### src/rtl/strobe_gen_pkg.sv
// Shared constants for the strobe generator: FSM state encoding and run modes.
package strobe_gen_pkg;

  typedef logic [1:0] state_t;

  localparam state_t ST_IDLE = 2'd0;
  localparam state_t ST_RUN  = 2'd1;
  localparam state_t ST_DONE = 2'd2;

  localparam logic MODE_CONT  = 1'b0;
  localparam logic MODE_BURST = 1'b1;

endpackage

### src/rtl/strobe_gen_if.sv
// Control/status bundle between a strobe_gen master (controller) and the generator.
interface strobe_gen_if #(
  parameter int DIV_W = 8,
  parameter int CNT_W = 8
);
  logic             start;
  logic             stop;
  logic             mode;
  logic [DIV_W-1:0] div;
  logic [CNT_W-1:0] burst_len;
  logic             en_out;
  logic             busy;
  logic             done;
  logic [CNT_W-1:0] pulse_cnt;

  modport master (
    output start, stop, mode, div, burst_len,
    input  en_out, busy, done, pulse_cnt
  );

  modport slave (
    input  start, stop, mode, div, burst_len,
    output en_out, busy, done, pulse_cnt
  );
endinterface

### src/rtl/strobe_phase_cnt.sv
// Period down-counter: loads P-1 at run start, flags terminal at zero and
// reloads itself on the terminal count while running.
module strobe_phase_cnt #(
  parameter int DIV_W = 8
) (
  input  logic             clk,
  input  logic             rst_n,
  input  logic             load_i,
  input  logic             run_i,
  input  logic [DIV_W-1:0] load_val_i,
  input  logic [DIV_W-1:0] reload_val_i,
  output logic             term_o
);
  localparam logic [DIV_W-1:0] ONE = DIV_W'(1);

  logic [DIV_W-1:0] ph_q, ph_d;

  assign term_o = (ph_q == '0);

  always_comb begin
    ph_d = ph_q;
    if (load_i) begin
      ph_d = load_val_i;
    end else if (run_i) begin
      ph_d = term_o ? reload_val_i : (ph_q - ONE);
    end
  end

  always_ff @(posedge clk or negedge rst_n) begin
    if (!rst_n) begin
      ph_q <= '0;
    end else begin
      ph_q <= ph_d;
    end
  end
endmodule

### src/rtl/strobe_gen.sv
// Programmable enable-strobe generator: one-cycle en pulses every max(div,1)
// clocks, continuous or as a counted burst, with start/stop and busy/done status.
module strobe_gen
  import strobe_gen_pkg::*;
#(
  parameter int DIV_W = 8,
  parameter int CNT_W = 8
) (
  input logic         clk,
  input logic         rst_n,
  strobe_gen_if.slave bus
);
  localparam logic [DIV_W-1:0] DIV_ONE = DIV_W'(1);
  localparam logic [CNT_W-1:0] CNT_ONE = CNT_W'(1);

  state_t           state_q, state_d;
  logic [DIV_W-1:0] per_q, per_d;
  logic [CNT_W-1:0] len_q, len_d;
  logic [CNT_W-1:0] cnt_q, cnt_d;
  logic             mode_q, mode_d;
  logic             en_q, en_d;
  logic             done_q, done_d;
  logic             busy_q, busy_d;

  logic             ph_load, ph_run, ph_term;
  logic [DIV_W-1:0] div_clamped;
  logic [CNT_W-1:0] cnt_inc;

  assign div_clamped = (bus.div == '0) ? DIV_ONE : bus.div;
  assign cnt_inc     = cnt_q + CNT_ONE;

  strobe_phase_cnt #(.DIV_W(DIV_W)) u_phase (
    .clk          (clk),
    .rst_n        (rst_n),
    .load_i       (ph_load),
    .run_i        (ph_run),
    .load_val_i   (div_clamped - DIV_ONE),
    .reload_val_i (per_q - DIV_ONE),
    .term_o       (ph_term)
  );

  always_comb begin
    state_d = state_q;
    per_d   = per_q;
    len_d   = len_q;
    mode_d  = mode_q;
    cnt_d   = cnt_q;
    busy_d  = busy_q;
    en_d    = 1'b0;
    done_d  = 1'b0;
    ph_load = 1'b0;
    ph_run  = 1'b0;
    unique case (state_q)
      ST_IDLE: begin
        if (bus.start && !bus.stop) begin
          state_d = ST_RUN;
          busy_d  = 1'b1;
          per_d   = div_clamped;
          len_d   = bus.burst_len;
          mode_d  = bus.mode;
          cnt_d   = '0;
          ph_load = 1'b1;
        end
      end
      ST_RUN: begin
        // stop outranks everything, including a terminal pulse on this edge
        if (bus.stop) begin
          state_d = ST_IDLE;
          busy_d  = 1'b0;
        end else if (mode_q == MODE_BURST && len_q == '0) begin
          state_d = ST_DONE;
        end else begin
          ph_run = 1'b1;
          if (ph_term) begin
            en_d  = 1'b1;
            cnt_d = cnt_inc;
            if (mode_q == MODE_BURST && cnt_inc == len_q) begin
              state_d = ST_DONE;
            end
          end
        end
      end
      ST_DONE: begin
        state_d = ST_IDLE;
        busy_d  = 1'b0;
        done_d  = !bus.stop;
      end
      default: begin
        state_d = ST_IDLE;
        busy_d  = 1'b0;
      end
    endcase
  end

  always_ff @(posedge clk or negedge rst_n) begin
    if (!rst_n) begin
      state_q <= ST_IDLE;
      per_q   <= '0;
      len_q   <= '0;
      mode_q  <= MODE_CONT;
      cnt_q   <= '0;
      en_q    <= 1'b0;
      done_q  <= 1'b0;
      busy_q  <= 1'b0;
    end else begin
      state_q <= state_d;
      per_q   <= per_d;
      len_q   <= len_d;
      mode_q  <= mode_d;
      cnt_q   <= cnt_d;
      en_q    <= en_d;
      done_q  <= done_d;
      busy_q  <= busy_d;
    end
  end

  assign bus.en_out    = en_q;
  assign bus.busy      = busy_q;
  assign bus.done      = done_q;
  assign bus.pulse_cnt = cnt_q;
endmodule

### src/flat_wrapper.sv
// flat-port wrapper written by rule: the top's interface ports become plain ports
module strobe_gen_flat import strobe_gen_pkg::*;
#(
  parameter int DIV_W = 8,
  parameter int CNT_W = 8
)
  (clk, rst_n, bus_start, bus_stop, bus_mode, bus_div, bus_burst_len, bus_en_out, bus_busy, bus_done, bus_pulse_cnt);
  strobe_gen_if #(.DIV_W(DIV_W), .CNT_W(CNT_W)) bus_i ();
  input logic clk;
  input logic rst_n;
  input wire logic [$bits(bus_i.start)-1:0] bus_start;
  input wire logic [$bits(bus_i.stop)-1:0] bus_stop;
  input wire logic [$bits(bus_i.mode)-1:0] bus_mode;
  input wire logic [$bits(bus_i.div)-1:0] bus_div;
  input wire logic [$bits(bus_i.burst_len)-1:0] bus_burst_len;
  output wire logic [$bits(bus_i.en_out)-1:0] bus_en_out;
  output wire logic [$bits(bus_i.busy)-1:0] bus_busy;
  output wire logic [$bits(bus_i.done)-1:0] bus_done;
  output wire logic [$bits(bus_i.pulse_cnt)-1:0] bus_pulse_cnt;
  assign bus_i.start = bus_start;
  assign bus_i.stop = bus_stop;
  assign bus_i.mode = bus_mode;
  assign bus_i.div = bus_div;
  assign bus_i.burst_len = bus_burst_len;
  assign bus_en_out = bus_i.en_out;
  assign bus_busy = bus_i.busy;
  assign bus_done = bus_i.done;
  assign bus_pulse_cnt = bus_i.pulse_cnt;
  strobe_gen #(.DIV_W(DIV_W), .CNT_W(CNT_W)) u_core (.clk(clk), .rst_n(rst_n), .bus(bus_i));
endmodule
### config.mk
export PLATFORM = sky130hd
export DESIGN_NAME = strobe_gen_flat
export DESIGN_NICKNAME = d
export VERILOG_FILES = /design/src/rtl/strobe_gen_pkg.sv /design/src/rtl/strobe_gen_if.sv /design/src/rtl/strobe_phase_cnt.sv /design/src/rtl/strobe_gen.sv /design/src/flat_wrapper.sv
export SDC_FILE = /design/constraint.sdc
export NUM_CORES = 1
export LEC_CHECK = 0
export ABC_AREA = 0
export CAP_MARGIN = 0
export CORE_UTILIZATION = 40
export DETAILED_ROUTE_END_ITERATION = 10
export PLACE_DENSITY_LB_ADDON = 0.08
export SYNTH_ARGS = -nofsm -noshare
export SYNTH_HDL_FRONTEND = slang
export SYNTH_SLANG_ARGS = --single-unit
### constraint.sdc
create_clock -name clk -period 4.1 [get_ports clk]
set_input_delay 0.41 -clock clk [delete_from_list [all_inputs] [get_ports clk]]
set_output_delay 0.41 -clock clk [all_outputs]
set_load 0.03 [all_outputs]
==> run summary <==
number of synthesized flops with an enable pin: 0
first-pass GRT wire length: 8.41 mm
gp weighted congestion: 0.885
Worst-Margin Slew: 0.851 ns
fraction of layout cells with a size suffix above 1: 0.0761
sequential area share after synthesis: 0.448
clock transition time at the flip-flop clock pins of the worst setup and hold paths: 0.08 ns
worst hold path class: primary input to async pin
Core Region: 5110 µm²
Post-CTS Setup Bufs: 0
most common cell after layout, fill and taps aside: nand2_1
routed wire length: 5.07 mm
total power: 1.27 mW
clk_lat worst skew: 0.29 ns
HPWL Detailed: 3.70 mm
Synth Warn #: 0
Slew Viols, Final: 0
Critical Path Fanout Max: 15
pwr dens: 484 nW/µm²
CP Cell Sequence: clkdlybuf4s50_1 > nor4b_4 > nand2b_1 > a222oi_1 > a41oi_1 > a221o_1
Post-synth ARST share: 1.00
Top delay family on crit path: compound AO/OA/AOI/OAI gates
Vias/cell: 5.27
io pins: 32
Cells after Synth: 239
CTS tree: built
Data required, critical path: 4.28 ns
Rel. slew slack: 0.433
initial antenna violation count: 0
minimum clock period: 3.01 ns
CTS Buffer Depth: 2
Post-Synthesis Net Count: 262
crit-path max cell delay: 0.79 ns
VDD IR max: 0.194 mV
commonest cells after routing, fill and taps aside: nand2_1 (60), dfrtp_1 (38), clkdlybuf4s50_1 (30), o21ai_0 (17), nor2_1 (12)
Iter 0 DRT Violations: 138
number of port buffers: 31
n_diodes: 0
Sw Share: 0.352
#FFs+latches synth: 38
part of the power in combinational logic: 0.306
max frequency: 332 MHz
Root Buffer: clkbuf_8
# DRC: 0
row cnt: 26
max cap viols: 0
placed insts: 338
RSZ-0062 raised after global routing: false
width of the die: 74.8 µm
switching power: 0.448 mW
dominant synthesized flop cell: dfrtp_1
die area: 5600 µm²
number of global-route vias before repair: 1699
reg-to-reg setup timing slack: 1.33 ns
Total Routing Usage GR: 0.203
Design Area, Final: 2630 µm²
CP endpoint kind: flip-flop
Flop pwr share: 0.448
Final WS setup: 1.09 ns
average cell area after synthesis: 8.88 µm²
Final period util: 0.734
post-cts resize count: 0
Routed WL per cell: 14.6 µm
drt pass-1 iters: 4
worst hold slack: 0.228 ns
leak pwr: 1.13 nW
Detail Route Antenna Nets: 0
initial core utilization: 0.415
total number of vias: 1823
Clock Skews: 0.00706 ns
multi-input logic area: 1120 µm²
element type at the critical path start: primary input
total CTS buffers: 5
FF+latch area: 951 µm²
Fill cells: 506
P_int: 0.826 mW
final core occ: 0.515
Worst EP arrival: 3.19 ns
Sink Count: 38
mapped cell area: 2120 µm²
met3 routed WL: 281 µm
Unique masters post-synth: 46
final hold violation count: 0
H-Tree Depth: 2
DRT met1 WL: 2.66 mm
worst slack at placement: 0.866 ns
Clk pwr share: 0.246
final setup vio count: 0
setup tns final: 0 ns
Finished Layout Cells: 346
Die Y: 74.8 µm
Met2 Routed Length: 2.07 mm
Final Net Count: 298
uppermost layer routed: met4
Buf/Inv on CP: 1
status: finished clean
Placed Area: 2520 µm²
grt total ovfl: 0
CP max-delay cell: nor4b_4
Layout area overhead: 23.9%
Hold Buf Count CTS: 0
Crit Path Category: primary input to flip-flop
largest net degree at the start of global routing: 39
[kinds of logic (layout without fill, tap and decap cells)]
| group | after synthesis | after routing | share of synthesized area |
|---|---|---|---|
| compound gates | 55 | 55 | 0.177 |
| xor+xnor | 12 | 12 | 0.0560 |
| fa+ha+maj | 2 | 2 | 0.0118 |
| buf+inv | 12 | 49 | 0.0218 |
| flops | 38 | 38 | 0.448 |
| mux | 1 | 1 | 0.00531 |
| simple gates | 119 | 119 | 0.279 |
[cells in the mapped netlist, types with 4 or more instances]
| library cell | count | area share |
|---|---|---|
| nand2b_1 | 5 | 0.015 |
| nor2b_1 | 6 | 0.018 |
| nor3_1 | 5 | 0.012 |
| inv_1 | 5 | 0.0088 |
| nand3_1 | 6 | 0.014 |
| nand2_1 | 60 | 0.11 |
| nor2_1 | 12 | 0.021 |
| a21oi_1 | 6 | 0.014 |
| o21ai_0 | 17 | 0.040 |
| xor2_1 | 4 | 0.017 |
| a311o_1 | 4 | 0.019 |
| nor4_1 | 4 | 0.012 |
| clkbuf_1 | 5 | 0.0088 |
| dfrtp_1 | 38 | 0.45 |
| a31oi_1 | 7 | 0.021 |
| xnor2_1 | 7 | 0.029 |
[sequential cells by signal (all words and copies together), names as in the netlist]
signal,count
u_core.bus.pulse_cnt,8
u_core.len_q,8
u_core.per_q,8
u_core.u_phase.ph_q,8
u_core.state_q,2
u_core.bus.busy,1
u_core.bus.done,1
u_core.bus.en_out,1
u_core.mode_q,1
[power by group through the flow]
stage / clock, mW / sequential [mW] / combinational, mW
finish: 0.314 / 0.571 / 0.390
global route: 0.342 / 0.585 / 0.438
CTS: 0.326 / 0.569 / 0.391
detailed placement: 0 / 0.575 / 0.389
global placement: 0 / 0.578 / 0.384
floorplan: 0 / 0.552 / 0.280
[per-layer routing]
metal,track usage,vias up
met5,0,-
met4,0.0650,0
met3,0.0388,9
met2,0.282,59
met1,0.314,830
li1,-,925
[worst paths after layout]
kind                                   start                 endpoint  cells after the start
min                                    rst_n  u_core.bus.pulse_cnt[7]                      1
min reg2reg                  u_core.per_q[3]          u_core.per_q[3]                      2
max reg2reg                u_core.state_q[1]   u_core.u_phase.ph_q[7]                      5
min in group clk             u_core.per_q[3]          u_core.per_q[3]                      2
max                                 bus_stop   u_core.u_phase.ph_q[7]                      6
max in group asynchronous              rst_n          u_core.per_q[3]                      1
[cell type report]
cell class,instances,area share
clock inverter,3,0.0152
timing repair buffer,35,0.127
clock buffer,5,0.0262
tap,70,0.0333
sequential,38,0.362
multi-input combinational,189,0.428
inverter,6,0.00856
No activity file was read; power rests on OpenSTA's default activity.
